<file path="src/rtl/pc_fetch_ctrl.sv">
// Fetch-stage sequencer for the pipelined Y86-64 core: owns F_predPC, selects the
// redirect target and runs the instruction-memory request/ready handshake.
module pc_fetch_ctrl #(
    parameter logic [63:0] RESET_PC = 64'h0,
    parameter int          IMEM_AW  = 64
) (
    input  logic               clk_i,
    input  logic               rst_i,
    input  logic [3:0]         M_icode_i,
    input  logic               M_Cnd_i,
    input  logic [63:0]        M_valA_i,
    input  logic [3:0]         W_icode_i,
    input  logic [63:0]        W_valM_i,
    input  logic [63:0]        f_predPC_i,
    input  logic               F_stall_i,
    input  logic               halt_i,
    input  logic               imem_ready_i,
    output logic               imem_req_o,
    output logic [IMEM_AW-1:0] imem_addr_o,
    output logic [63:0]        f_pc_o,
    output logic               f_valid_o,
    output logic               fetch_busy_o,
    output logic [63:0]        F_predPC_o
);

    localparam logic [3:0] IJXX = 4'h7;
    localparam logic [3:0] IRET = 4'h9;

    typedef enum logic [1:0] {
        ST_RUN  = 2'd0,
        ST_WAIT = 2'd1,
        ST_HALT = 2'd2
    } state_t;

    state_t      state_q,    state_d;
    logic [63:0] predpc_q,   predpc_d;
    logic [63:0] pend_q,     pend_d;
    logic        redir_q,    redir_d;

    logic        mis_s;
    logic        ret_s;
    logic        redirect_s;
    logic [63:0] sel_pc_s;
    logic [63:0] fetch_pc_s;
    logic        req_s;
    logic        valid_s;
    logic        busy_s;

    // Redirect selection: a mispredicted jump outranks a returning ret.
    always_comb begin
        mis_s      = (M_icode_i == IJXX) && !M_Cnd_i;
        ret_s      = (W_icode_i == IRET);
        redirect_s = mis_s || ret_s;
        if (mis_s) begin
            sel_pc_s = M_valA_i;
        end else if (ret_s) begin
            sel_pc_s = W_valM_i;
        end else begin
            sel_pc_s = predpc_q;
        end
    end

    // Next-state, handshake outputs and F_predPC update; halt outranks ready and redirect.
    always_comb begin
        state_d    = state_q;
        predpc_d   = predpc_q;
        pend_d     = pend_q;
        redir_d    = redir_q;
        req_s      = 1'b0;
        fetch_pc_s = 64'h0;
        valid_s    = 1'b0;
        busy_s     = 1'b0;
        case (state_q)
            ST_RUN: begin
                req_s      = 1'b1;
                fetch_pc_s = sel_pc_s;
                if (halt_i) begin
                    state_d = ST_HALT;
                end else if (imem_ready_i) begin
                    valid_s = 1'b1;
                    if (!F_stall_i || redirect_s) begin
                        predpc_d = f_predPC_i;
                    end else begin
                        predpc_d = predpc_q;
                    end
                end else begin
                    pend_d  = sel_pc_s;
                    state_d = ST_WAIT;
                end
            end
            ST_WAIT: begin
                req_s      = 1'b1;
                fetch_pc_s = pend_q;
                busy_s     = 1'b1;
                if (halt_i) begin
                    state_d = ST_HALT;
                end else if (imem_ready_i) begin
                    // A redirect seen during the wait makes the response stale.
                    if (redir_q || redirect_s) begin
                        valid_s = 1'b0;
                        if (redirect_s) begin
                            predpc_d = sel_pc_s;
                        end else begin
                            predpc_d = predpc_q;
                        end
                    end else begin
                        valid_s  = 1'b1;
                        predpc_d = f_predPC_i;
                    end
                    redir_d = 1'b0;
                    state_d = ST_RUN;
                end else if (redirect_s) begin
                    redir_d  = 1'b1;
                    predpc_d = sel_pc_s;
                end else begin
                    redir_d = redir_q;
                end
            end
            ST_HALT: begin
                busy_s = 1'b1;
            end
            default: begin
                state_d = ST_RUN;
            end
        endcase
    end

    // State and F_predPC registers with synchronous reset.
    always_ff @(posedge clk_i) begin
        if (rst_i) begin
            state_q  <= ST_RUN;
            predpc_q <= RESET_PC;
            pend_q   <= 64'h0;
            redir_q  <= 1'b0;
        end else begin
            state_q  <= state_d;
            predpc_q <= predpc_d;
            pend_q   <= pend_d;
            redir_q  <= redir_d;
        end
    end

    assign imem_req_o   = req_s;
    assign imem_addr_o  = IMEM_AW'(fetch_pc_s);
    assign f_pc_o       = fetch_pc_s;
    assign f_valid_o    = valid_s;
    assign fetch_busy_o = busy_s;
    assign F_predPC_o   = predpc_q;

endmodule

</file>
<file path="config.mk">
export PLATFORM = sky130hd
export DESIGN_NAME = pc_fetch_ctrl
export DESIGN_NICKNAME = d
export VERILOG_FILES = /design/src/rtl/pc_fetch_ctrl.sv
export SDC_FILE = /design/constraint.sdc
export NUM_CORES = 1
export LEC_CHECK = 0
export BUFFER_PORTS_ARGS = -buffer_cell sky130_fd_sc_hd__buf_2
export CAP_MARGIN = 25
export CORE_AREA = 2 2 154 156
export DETAILED_ROUTE_END_ITERATION = 7
export DIE_AREA = 0 0 156 158
export SYNTH_ARGS = -nofsm -noshare
export SYNTH_HDL_FRONTEND = slang
export SYNTH_SLANG_ARGS = --single-unit
</file>
<file path="constraint.sdc">
create_clock -name clk_i -period 4.3 [get_ports clk_i]
set_input_delay 0.86 -clock clk_i [delete_from_list [all_inputs] [get_ports clk_i]]
set_output_delay 0.86 -clock clk_i [all_outputs]
set_load 0.02 [all_outputs]
</file>
# Word level (Yosys, flattened, before mapping)
# Cells that the tools add are included.
# W data, S select, Z words.
[totals]
reg_bits = 131
latchBits = 0
ram_bits = 0
mem_bits_ro = 0
inputBits = 206
output_inout_bits = 195
wordCells = 58
n_memories = 0
[op_classes]
add_sub_neg = 0
multipliers = 0
div_mod_pow = 0
order_cmp = 0
eq_ne = 10
shift = 0
muxes = 26
bitwise = 3
reduce_logical = 15
[ops]
columns = ["cell", "count"]
rows = [
  ["$mux W64", 9],
  ["$pmux W64 S2", 2],
  ["$mux W1", 9],
  ["$reduce_and A3 Y1", 3],
  ["$mux W2", 4],
  ["$ne A2 B2 Y1 const B", 4],
  ["$ne A3 B3 Y1 const B", 2],
  ["$pmux W2 S3", 1],
  ["$reduce_and A5 Y1", 1],
  ["$eq A4 B3 Y1 const B", 1],
  ["$eq A4 B4 Y1 const B", 1],
  ["$reduce_bool A2 Y1", 2],
  ["$reduce_or A2 Y1", 2],
  ["$logic_or A1 B1 Y1", 3],
  ["$not A1 Y1", 3],
  ["$eq A2 B1 Y1 const B", 1],
  ["$eq A2 B2 Y1 const B", 1],
  ["$logic_not A1 Y1", 2],
  ["$logic_not A2 Y1", 1],
  ["$pmux W1 S2", 1],
  ["$logic_and A1 B1 Y1", 1],
]

# Logic depth before layout (Yosys ltp)
[depth]
depth_word = 8
ltp_mapped = 10
depth_no_buf = 7

# Worst setup path after synthesis
# Ideal clock, no wire load.
[synth_path]
path_kind = "input to output"
startpoint = "input port W_icode_i[2]"
endpoint = "output port imem_addr_o[33]"
t_arrival_ns = 2.467
t_required_ns = 3.440
setup_slack_ns = 0.973
path_stages = 7
path_buffers = 3
path_cell_list = "and4bb_1 > buf_4 > buf_4 > mux2_1 > mux2_4 > a22o_1 > buf_4"
[synth_via]
elab_chain_cells = 4
[synth_lines]
columns = ["item", "line_no", "text"]
rows = [
  ["start, declared", "12", "input logic [3:0] W_icode_i,"],
  ["$eq A4 B4 Y1", "52", "ret_s = (W_icode_i == IRET);"],
  ["$mux W64", "56", "end else if (ret_s) begin"],
  ["$mux W64", "54", "if (mis_s) begin"],
  ["$pmux W64 S2", "73", "case (state_q)"],
  ["end, declared", "19", "output logic [IMEM_AW-1:0] imem_addr_o,"],
]
# Every way passes these cells.

# Worst setup path after layout
[layout_path]
startpoint = "input port W_icode_i[2]"
endpoint = "output port f_pc_o[21]"
[layout_via]
elab_chain_cells = 4
[layout_lines]
columns = ["item", "line_no", "text"]
rows = [
  ["$eq A4 B4 Y1", "52", ""],
  ["$mux W64", "56", ""],
  ["$mux W64", "54", ""],
  ["$pmux W64 S2", "73", ""],
  ["end, declared", "20", "output logic [63:0] f_pc_o,"],
]
# Every way passes these cells.

==> run_results.csv <==
group,metric,value,unit
placement,dpl.cell_count,1397,
clocking,hold_buffers,0,
logic_synthesis,synth.net_count,1041,
critical_path,end_kind,"output pin",
global_routing,grt_overflow_total,0,
clocking,post_cts_buffers,0,
logic_synthesis,avgSynthCellArea,9.68,um^2
global_routing,grt_pass1_wl,40200,um
detailed_routing,drtIter0Drc,348,
layout,fill_cells,2251,
critical_path,cp_max_fo,16,
detailed_routing,postRouteAntennaNets,0,
floorplan,num_io_pins,401,
timing,fmaxAchievable,269,MHz
logic_synthesis,synth-edff-count,0,
layout,design_area,0.0104,mm^2
clocking,numCtsBuffers,17,
critical_path,startpoint_type,"input pin",
logic_synthesis,seq_area_frac_synth,32.5,%
critical_path,crit_family,"multiplexers",
logic_synthesis,yosysWarnings,0,
clocking,cts_root_buf,"clkbuf_16",
floorplan,fp.dieArea,0.0246,mm^2
logic_synthesis,synth_top_area_share,32.5,%
detailed_routing,wl,26800,um
global_routing,antenna_found_initial,1,
critical_path,slowest_stage,"and4bb_4",
status,status,"finished clean",
timing,worst_slew_pin_slew,837,ps
global_routing,grt_max_degree,77,
clocking,cts_tree,"yes",
detailed_routing,drt-vias-per-instance,5.20,
timing,clock_skew,10.5,ps
placement,place_congestion,0.785,
critical_path,max_stage_delay,530,ps
floorplan,dieWidth,156,um
detailed_routing,dr_total_vias,7427,
logic_synthesis,synth_area,0.00806,mm^2
timing,timing.final.crit_share,86.3,%
layout,syn_to_final_growth,29.4,%
critical_path,critPathKind,"input pin to output pin",
logic_synthesis,synth.area.top_cells,"dfxtp_1, a22o_1, a311oi_2, mux2_1, mux2_2",
timing,rsz0062_at_grt,"false",
layout,nets,1335,
critical_path,arrival,2850,ps
placement,postPlaceCellArea,0.00975,mm^2
clocking,worstSkewPairLatency,420,ps
clocking,clockBufferDepth,2,
power,p_leak,5.07,nW
timing,fin_setup_tns,0,ps
logic_synthesis,async_flop_share,0,%
layout,drive_above_1_share,51.0,%
floorplan,row_count,56,
power,ir_worst_vdd,0.000161,V
timing,max-slew-margin-rel,44.1,%
placement,dp_hpwl,18700,um
clocking,path_clk_slew,60,ps
power,power.density,395,mW/mm^2
timing,hold_viol,0,
critical_path,worstPathRequired,3440,ps
layout,final_cell_count_no_fill,1429,
critical_path,cp_num_buf_inv,3,
logic_synthesis,synth-seq-cells,131,
critical_path,path_cells,"buf_2, and4bb_4, buf_4, mux2_1, mux2_2, a22o_1, buf_2",
logic_synthesis,synth_cells,832,
placement,port_buffers,400,
logic_synthesis,ys.flop_type,"dfxtp_1",
clocking,h-tree-depth,4,
clocking,post_cts_resized,0,
global_routing,track_usage,21.1,%
floorplan,start_util,35.0,%
logic_synthesis,synth_cell_type_count,38,
critical_path,cp_common_cell,"buf_2",
detailed_routing,dr.pass1.iters,5,
global_routing,grt_pass1_vias,7300,
timing,period_needed,3710,ps
detailed_routing,drcViolationCount,0,
job,cap_viol_max_count,0,
floorplan,die_h,158,um
timing,drv_slew,0,
logic_synthesis,yosysMostFrequentCell,"nand2_1",
floorplan,core,0.0231,mm^2
hold_path,hold_class,"flip-flop to flip-flop",
clocking,cts.sinks,131,
detailed_routing,routedWlPerCell,18.7,um
logic_synthesis,synthTopCellsByCount,"nand2_1, dfxtp_1, a22o_1",
timing,setup_viol,0,
logic_synthesis,yosys.area.top_type,"dfxtp_1",
==> layout make-up <==
class                           instances  area [um^2]  area share, %
Clock buffer                           19          443           4.25
Timing Repair Buffer                  417         2190           21.0
Tap cell                              290          363           3.48
Clock inverter                         12          228           2.18
Sequential cell                       131         2620           25.2
Inverter                                4         15.0          0.144
Antenna cell                            1         2.50         0.0240
Multi-Input combinational cell        555         4560           43.7
==> worst paths after layout <==
path | startpoint | end | slack (ps) | cells after the start
setup / recovery | W_icode_i[2] | f_pc_o[21] | 590 | 7
hold / removal | pend_q[0]$_SDFFE_PP0P_ | pend_q[0]$_SDFFE_PP0P_ | 480 | 1
setup reg to reg | state_q[0]$_SDFFE_PP0P_ | pend_q[11]$_SDFFE_PP0P_ | 1530 | 8
hold reg to reg | pend_q[0]$_SDFFE_PP0P_ | pend_q[0]$_SDFFE_PP0P_ | 480 | 1
==> cells in the final DEF (no fill, tap or decap), types with 10 or more instances in the layout <==
cell type,count
clkbuf_16,17
a22o_1,128
mux2_4,11
a311oi_2,55
mux2_2,52
mux2_1,55
nor2_1,67
nand2_1,133
a311oi_1,10
buf_4,13
buf_2,399
dfxtp_1,131
==> cell families after synthesis <==
family	share of synthesized area [%]
buf+inv	11.5
simple gates	11.1
flops	32.5
fa+ha+maj	0.466
mux	17.5
compound gates	26.9
==> flip-flops by register name, indices dropped and copies added, names as in the netlist <==
register,cells
state_q,2
pend_q,64
F_predPC_o,64
redir_q,1
==> per-layer routing <==
layer / share of wire, % / vias to the layer above / GRT usage, %
met5: 0 / - / 0
met4: 1.4 / 0 / 6.16
met3: 6.2 / 23 / 4.33
met2: 50 / 292 / 37.4
met1: 42 / 3516 / 25.9
li1: - / 3596 / -
==> worst register-to-register path: stages (launching register included) <==
cell,delay [ps]
dfxtp_1,420
inv_1,110
ha_2,310
buf_12,230
nand2b_1,160
nor2_1,90
nor2_4,640
buf_4,530
a22o_1,230
==> through the flow <==
stage          util [%]  setup slack (ps)  power (mW)  hold WS (ps)
2_1_floorplan         -               973        2.14           450
3_3_place_gp       42.2               578        2.45           461
3_5_place_dp       42.3               587        2.46           465
4_1_cts            45.2               580        4.16           481
5_1_grt            45.2               511        4.29           493
6_report           45.2               589        4.11           480
==> report_power, final <==
part	internal [mW]	leakage (nW)	switching, mW
Clock	1.10	0.324	0.583
Sequential	1.28	1.06	0.0483
Combinational	0.419	3.68	0.678
Total	2.81	5.07	1.31
Note: power is estimated with default switching activity, not from simulation.
